$ cat src/rtl/switch_calc.sv
// Switch-driven 4-bit calculator: operands are committed on rising edges of 'done', and
// the 8-bit saturated result is shown in binary and as four 7-segment digits.
module switch_calc (
  input  logic        CLK,
  input  logic        reset,
  input  logic [3:0]  num,
  input  logic        done,
  input  logic        mode,
  input  logic [1:0]  op,
  output logic [7:0]  result,
  output logic [27:0] display_seg,
  output logic [7:0]  bin,
  output logic [2:0]  state
);

  typedef enum logic [2:0] {
    S_IDLE   = 3'd0,
    S_WAIT_B = 3'd1,
    S_CALC   = 3'd2,
    S_SHOW   = 3'd3
  } state_t;

  state_t      state_q, state_d;
  logic [3:0]  a_q, a_d, b_q, b_d;
  logic [7:0]  result_q, result_d;
  logic        neg_q, neg_d, err_q, err_d;
  logic        done_q;
  logic        done_rise;

  logic [7:0]  calc_val;
  logic        calc_neg, calc_err;
  logic [7:0]  sq;
  logic [11:0] a_wide, cube;
  logic [3:0]  quot;
  logic [7:0]  hund, tens, units;
  logic [6:0]  dig3;

  assign done_rise = done & ~done_q;

  assign sq     = {4'b0, a_q} * {4'b0, a_q};
  assign a_wide = {8'b0, a_q};
  assign cube   = a_wide * a_wide * a_wide;
  assign quot   = a_q / b_q;

  always_comb begin
    calc_val = 8'd0;
    calc_neg = 1'b0;
    calc_err = 1'b0;
    if (!mode) begin
      case (op)
        2'b00: calc_val = {4'b0, a_q} + {4'b0, b_q};
        2'b01: begin
          calc_neg = (a_q < b_q);
          calc_val = calc_neg ? {4'b0, b_q - a_q} : {4'b0, a_q - b_q};
        end
        2'b10: calc_val = {4'b0, a_q} * {4'b0, b_q};
        default: begin
          // Divide-by-zero is the only operation that flags an error.
          if (b_q == 4'd0) begin
            calc_val = 8'hFF;
            calc_err = 1'b1;
          end else begin
            calc_val = {4'b0, quot};
          end
        end
      endcase
    end else begin
      case (op)
        2'b00: calc_val = sq;
        2'b01: calc_val = (cube > 12'd255) ? 8'd255 : cube[7:0];
        2'b10: begin
          case (a_q)
            4'd0, 4'd1: calc_val = 8'd1;
            4'd2:       calc_val = 8'd2;
            4'd3:       calc_val = 8'd6;
            4'd4:       calc_val = 8'd24;
            4'd5:       calc_val = 8'd120;
            default:    calc_val = 8'd255;
          endcase
        end
        default: calc_val = a_q[3] ? 8'd255 : (8'd1 << a_q[2:0]);
      endcase
    end
  end

  always_comb begin
    state_d  = state_q;
    a_d      = a_q;
    b_d      = b_q;
    result_d = result_q;
    neg_d    = neg_q;
    err_d    = err_q;
    case (state_q)
      S_IDLE, S_SHOW: begin
        if (done_rise) begin
          a_d     = num;
          b_d     = 4'd0;
          state_d = mode ? S_CALC : S_WAIT_B;
        end
      end
      S_WAIT_B: begin
        if (done_rise) begin
          b_d     = num;
          state_d = S_CALC;
        end
      end
      S_CALC: begin
        result_d = calc_val;
        neg_d    = calc_neg;
        err_d    = calc_err;
        state_d  = S_SHOW;
      end
      default: state_d = S_IDLE;
    endcase
  end

  always_ff @(posedge CLK or negedge reset) begin
    if (!reset) begin
      state_q  <= S_IDLE;
      a_q      <= 4'd0;
      b_q      <= 4'd0;
      result_q <= 8'd0;
      neg_q    <= 1'b0;
      err_q    <= 1'b0;
      done_q   <= 1'b0;
    end else begin
      state_q  <= state_d;
      a_q      <= a_d;
      b_q      <= b_d;
      result_q <= result_d;
      neg_q    <= neg_d;
      err_q    <= err_d;
      done_q   <= done;
    end
  end

  function automatic logic [6:0] seg7(input logic [7:0] d);
    case (d)
      8'd0:    seg7 = 7'h7E;
      8'd1:    seg7 = 7'h30;
      8'd2:    seg7 = 7'h6D;
      8'd3:    seg7 = 7'h79;
      8'd4:    seg7 = 7'h33;
      8'd5:    seg7 = 7'h5B;
      8'd6:    seg7 = 7'h5F;
      8'd7:    seg7 = 7'h70;
      8'd8:    seg7 = 7'h7F;
      8'd9:    seg7 = 7'h7B;
      default: seg7 = 7'h00;
    endcase
  endfunction

  // Decimal split of the registered result; leading zeros stay visible.
  assign hund  = result_q / 8'd100;
  assign tens  = (result_q / 8'd10) % 8'd10;
  assign units = result_q % 8'd10;
  assign dig3  = err_q ? 7'h4F : (neg_q ? 7'h01 : 7'h00);

  assign display_seg = {dig3, seg7(hund), seg7(tens), seg7(units)};
  assign result      = result_q;
  assign bin         = {a_q, b_q};
  assign state       = state_q;

endmodule

$ cat config.mk
export PLATFORM = sky130hd
export DESIGN_NAME = switch_calc
export DESIGN_NICKNAME = d
export VERILOG_FILES = /design/src/rtl/switch_calc.sv
export SDC_FILE = /design/constraint.sdc
export NUM_CORES = 1
export LEC_CHECK = 0
export BUFFER_PORTS_ARGS = -buffer_cell sky130_fd_sc_hd__buf_4
export CAP_MARGIN = 20
export CORE_MARGIN = 3
export CORE_UTILIZATION = 55
export CTS_BUF_LIST = sky130_fd_sc_hd__clkbuf_16
export CTS_CLUSTER_DIAMETER = 200
export CTS_CLUSTER_SIZE = 10
export DETAILED_ROUTE_END_ITERATION = 8
export PLACE_DENSITY = 0.79
export SLEW_MARGIN = 20
export SYNTH_ARGS = -nofsm -noshare
export SYNTH_HDL_FRONTEND = slang
export SYNTH_SLANG_ARGS = --single-unit
$ cat constraint.sdc
create_clock -name CLK -period 5.3 [get_ports CLK]
set_input_delay 0.53 -clock CLK [delete_from_list [all_inputs] [get_ports CLK]]
set_output_delay 0.53 -clock CLK [all_outputs]
set_load 0.01 [all_outputs]
# Word level (Yosys, flattened, before mapping)
# Memories as Yosys holds them, arrays and structs flattened.
# Cells that the tools add are included.
dict set report word_totals {
  ff_bits 22
  romBits 336
  wordCells 78
  inputBits 10
  output_inout_bits 47
  mem_count 3
}
# name depth width read_ports rd_ports_with_merged_regs write_ports line
set mem_list {}
lappend mem_list {{(no name shown)} 16 7 1 0 0 138} ;# case (d)
lappend mem_list {{(no name shown)} 16 7 1 0 0 138}
lappend mem_list {{(no name shown)} 16 7 1 0 0 138}
dict set report classes {
  n_div 5
  mul 4
  add_sub_neg 3
  magnitude_cmp 2
  mux 25
  bitwise 2
  shifts 1
  n_eq_ne 12
  reduce_logical 14
}
# operator count
set op_table {}
lappend op_table {{8-bit case mux with 3 select lines} 2}
lappend op_table {{8-bit case mux with 5 select lines} 1}
lappend op_table {{8-bit 2-to-1 mux} 4}
lappend op_table {{7-bit 2-to-1 mux} 4}
lappend op_table {{4-bit by 4-bit multiplier with 8-bit output} 3}
lappend op_table {{4-bit logical NOT} 5}
lappend op_table {{8-bit by 4-bit remainder unit with 8-bit output, second input constant} 2}
lappend op_table {{12-bit by 8-bit > comparator with 1-bit output, second input constant} 1}
lappend op_table {{8-bit by 4-bit multiplier with 12-bit output} 1}
lappend op_table {{4-bit 2-to-1 mux} 3}
lappend op_table {{3-bit case mux with 3 select lines} 1}
lappend op_table {{8-bit by 4-bit divider with 8-bit output, second input constant} 1}
lappend op_table {{8-bit by 7-bit divider with 8-bit output, second input constant} 1}
lappend op_table {{4-bit by 2-bit equality test with 1-bit output, second input constant} 2}
lappend op_table {{4-bit by 3-bit equality test with 1-bit output, second input constant} 2}
lappend op_table {{4-bit case mux with 2 select lines} 1}
lappend op_table {{1-bit by 3-bit << shifter with 8-bit output, first input constant} 1}
lappend op_table {{4-bit subtractor} 2}
lappend op_table {{3-bit by 2-bit equality test with 1-bit output, second input constant} 2}
lappend op_table {{1-bit 2-to-1 mux} 6}
lappend op_table {{3-bit 2-to-1 mux} 2}
lappend op_table {{4-bit by 4-bit adder with 5-bit output} 1}
lappend op_table {{4-bit by 4-bit divider with 4-bit output} 1}
lappend op_table {{4-bit by 1-bit equality test with 1-bit output, second input constant} 1}
lappend op_table {{15 further kinds} 18}

# Longest topological paths before layout
dict set report depth {
  ltp_word 6
  mapped_depth 22
  ltp_nobuf 22
}

# Worst setup path after synthesis
# OpenSTA, ideal clock, no wires.
dict set report synth_timing {
  path_kind {register to register}
  start {register a_q[1]}
  end {register result_q[3], in the netlist result[3]}
  required_time_ns 5.184
  setup_time_ns 0.116
  path_stages_with_launch 21
  path_slack_ns 0.013
  period_less_slack_ns 5.287
  arrival_ns 5.171
  n_path_buf 1
  path_cell_list {dfrtp_1 -> clkbuf_1 -> inv_1 -> nor3_1 -> inv_1 -> fa_1 -> xnor2_1 -> nand2_1 -> fa_1 -> fa_1 -> inv_1 -> ha_1 -> nor2b_1 -> o21ai_0 -> a21boi_0 -> o21a_1 -> o211a_1 -> o211ai_1 -> o21ai_0 -> o21a_1 -> o311ai_0}
}
dict set report synth_between {
  elab_chain_cells 6
  elab_cells_between_ends 26
  cone_classes {add/sub (3); mul (4); div (1); order compare (2); eq/ne (5); shift (1); mux (8); reduce/logical (2)}
}
# item line
set synth_lines {}
lappend synth_lines {{from (decl)} 24} ;# logic [3:0] a_q, a_d, b_q, b_d;
lappend synth_lines {{from (signal assigned)} 120} ;# a_q <= 4'd0;
lappend synth_lines {{from (signal assigned)} 128} ;# a_q <= a_d;
lappend synth_lines {{4-bit by 4-bit multiplier with 8-bit output} {40, 42}}
lappend synth_lines {{8-bit by 4-bit multiplier with 12-bit output} 42} ;# assign cube = a_wide * a_wide * a_wide;
lappend synth_lines {{12-bit by 8-bit > comparator with 1-bit output} 70} ;# 2'b01: calc_val = (cube > 12'd255) ? 8'd255 : cube[7:0];
lappend synth_lines {{8-bit 2-to-1 mux} 70}
lappend synth_lines {{8-bit case mux with 3 select lines} 68} ;# case (op)
lappend synth_lines {{8-bit 2-to-1 mux (*)} 49} ;# if (!mode) begin
lappend synth_lines {{to (signal assigned)} 130} ;# result_q <= result_d;
lappend synth_lines {{to (decl)} 25} ;# logic [7:0] result_q, result_d;
# Every way passes the cells marked *; elsewhere a longest branch is shown, timed or not.
# A chain may end at the register's enable or synchronous reset.

# Final worst setup path
dict set report layout_timing {
  start {register result_q[3], in the netlist result[3]}
  end {output port display_seg[12]}
}
dict set report layout_between {
  elab_chain_cells 4
  elab_cells_between_ends 5
  cone_classes {div (2); mux (1); reduce/logical (1); memory (1)}
}
# item line
set layout_lines {}
lappend layout_lines {{8-bit by 4-bit divider with 8-bit output (*)} 155} ;# assign tens = (result_q / 8'd10) % 8'd10;
lappend layout_lines {{8-bit by 4-bit remainder unit with 8-bit output (*)} 155}
lappend layout_lines {{memory read 16 x 7 bit or 4-bit logical NOT (tied branches)} -}
lappend layout_lines {{7-bit 2-to-1 mux (*)} 138}
lappend layout_lines {{to (decl)} 11} ;# output logic [27:0] display_seg,
# Marked as above.

==> out/metrics.cfg <==
[timing]
fin_crit_sh_pct = 94.5
final.setup.tns_ps = 0
fin_crit_ps = 5010
relSlewSlack_pct = 40.5
max_clock_freq_mhz = 200
drv_slew = 0
tightest_slew_ps = 884
final_hold_viol_count = 0
setup_viol = 0
rsz0062_at_grt = no
finalClockSkew_ps = 4.82

[finish]
n_antenna_cell = 0
area.growth.synth_to_final_pct = 11.3
final_common_cell = ha_1
instances_no_fill = 772
n_fill_cell = 721
layout_common_cells = 71 x ha_1, 68 x buf_4, 62 x nand2_1, 60 x inv_1, 56 x nor2_1
drive_above_1_share_pct = 16.9
nNetsFinal = 766

[clocking]
clockRootBuffer = clkbuf_16
cts_tree = done
clk_latency_ps = 250
clk_pin_slew_ps = 60
cts_buffer_depth = 2
numCtsBuffers = 3
ctsHoldBuffers = 0
htreeDepth = 1
cts.sinks = 21

[critical_path]
criticalPathCategory = register to output pin
rrSetupSlack_ps = 360
endpoint_kind = output pin
path_buf_inv = 2
cpMaxStageDelayCell = dfrtp_1
crit_family = compound AO/OA/AOI/OAI gates
crit_required_ps = 4770
crit_path_start_kind = register
crit_chain = or2_1 > o22ai_2 > a221oi_4 > ha_1 > o221ai_1 > a2111oi_4 > nor2_1 > nand2_1 > o21ai_0 > ha_1 > inv_1 > a21oi_1 > nor2_1 > a221o_1 > a21boi_1 > o21a_1 > buf_4
crit_arrival_ps = 4480
path_max_fanout = 17
cpPeakStageDelay_ps = 640

[floorplanning]
die_area_sq_um = 9960
core_sq_um = 8380
dieHeight_um = 99.8
initial_core_util_pct = 57.7
fp.dieW_um = 99.8
rows = 33
top_level_ports = 57

[global_route]
grt_pass1_wl_mm = 21.6
grt_antenna_before_repair = 0
grt_max_degree = 27
globalRoute.totalOverflow = 0
grt_pass1_vias = 4641
grtUsageTotal_pct = 25.7

[placement]
port_buffers = 52
dp.cells = 768
place.gp.congestion = 0.914
dpl.hpwl_mm = 9.95

[synthesis]
syn-cell-area_sq_um = 4840
synthAdderAreaFrac_pct = 25.4
synth_simple_gate_area_share_pct = 19.8
ys_top_cells_by_area = ha_1 18%, dfrtp_1 11%, fa_1 7.0%, nand2_1 4.8%, inv_1 4.6%
synth-async-reset-ratio_pct = 100
yosysTopAreaCellShare_pct = 18.4
post_synth.cell_area_avg_sq_um = 7.71
synthCells = 628
synth_compound_gate_area_share_pct = 25.0
ys_ff_latch = 21
ys_seq_area_share_pct = 10.9
ys_dominant_reg_cell = dfrtp_1
ys.warnings.count = 0
synth-edff-count = 0
ys_types = 82
yosys-mux-area-fraction_pct = 3.77
synth-xor-area-share_pct = 5.46
synth_top_family_by_area = adder cells
yosys.area.top_type = ha_1

[run]
drv_cap = 0

[worst_hold_path]
hold_path.class = input port to asynchronous set/reset pin

[route]
postRouteAntennaNets = 0
wl_per_cell_um = 16.3
route.detailed.drc = 0
viasPerCell = 6.16
routed_wl_mm = 12.6
routed-via-count = 4754
dr.pass1.iters = 5
drtIter0Drc = 363

[outcome]
outcome = complete, no violations

timing repair:
action                     4_1_cts  5_1_grt
setup buffers                    0        0
setup endpoints to repair        0        8
resized for setup                0        6
sequential cells by signal (all words and copies together) (netlist names):
register and flops:
result 8, a_q 4, b_q 4, state 2
done_q 1, err_q 1, neg_q 1
layout make-up:
cell class                      count  area (sq um)  area share (%)
Clock buffer                        3          75.1            1.39
Clock inverter                      1          3.75          0.0697
Inverter                           66           248            4.60
Multi-Input combinational cell    507          3880            72.0
Sequential cell                    21           529            9.82
Tap cell                          105           131            2.44
Timing Repair Buffer               69           522            9.68
cells in the mapped netlist (7+ instances only):
master,n
ha_1,71
nand2_1,62
inv_1,59
nor2_1,57
o21ai_0,40
a21oi_1,36
dfrtp_1,21
xnor2_1,19
fa_1,17
clkbuf_1,15
buf_4,14
nand2b_1,13
and2_1,11
mux2_2,9
a31oi_1,8
buf_2,8
o22ai_1,8
xor2_1,8
a21o_1,7
mux2i_1,7
nor2b_1,7
nor3_1,7
o221ai_1,7
layer usage:
layer	GRT usage [%]	wire length (um)	up-vias
li1	-	-	2273
met1	32.7	5270	2249
met2	46.1	6290	196
met3	2.57	747	36
met4	7.04	306	0
met5	0	0	-
cell families (layout without fill, tap and decap cells):
family | after synthesis | after routing
mux | 17 | 17
flops | 21 | 21
fa+ha+maj | 88 | 88
other cells | 2 | 6
xor+xnor | 28 | 28
compound gates | 175 | 175
buf+inv | 104 | 139
simple gates | 193 | 193
final timing paths:
kind,startpoint,end,cells past startpoint
worst max-delay path,result[3],display_seg[12],17
worst min-delay path,reset,result[3],1
worst max register to register,a_q[1],result[3],19
worst min register to register,neg_q,neg_q,2
max in group asynchronous,reset,a_q[0],1
min in group CLK,done,done_q,1
metrics by stage:
stage	instance area [sq um]	util [%]	hold WS [ps]	setup WS, ps
final	5390	64.3	161	291
after global routing	5390	64.3	175	1.62
after CTS	5370	64.1	167	121
after detailed placement	5290	63.1	436	350
after global placement	5290	63.1	434	528
after floorplan	4850	-	234	13.0
Power is left out: the tool's default activity adds up to more than one toggle a clock period on the data nets, which glitch-free logic cannot reach.
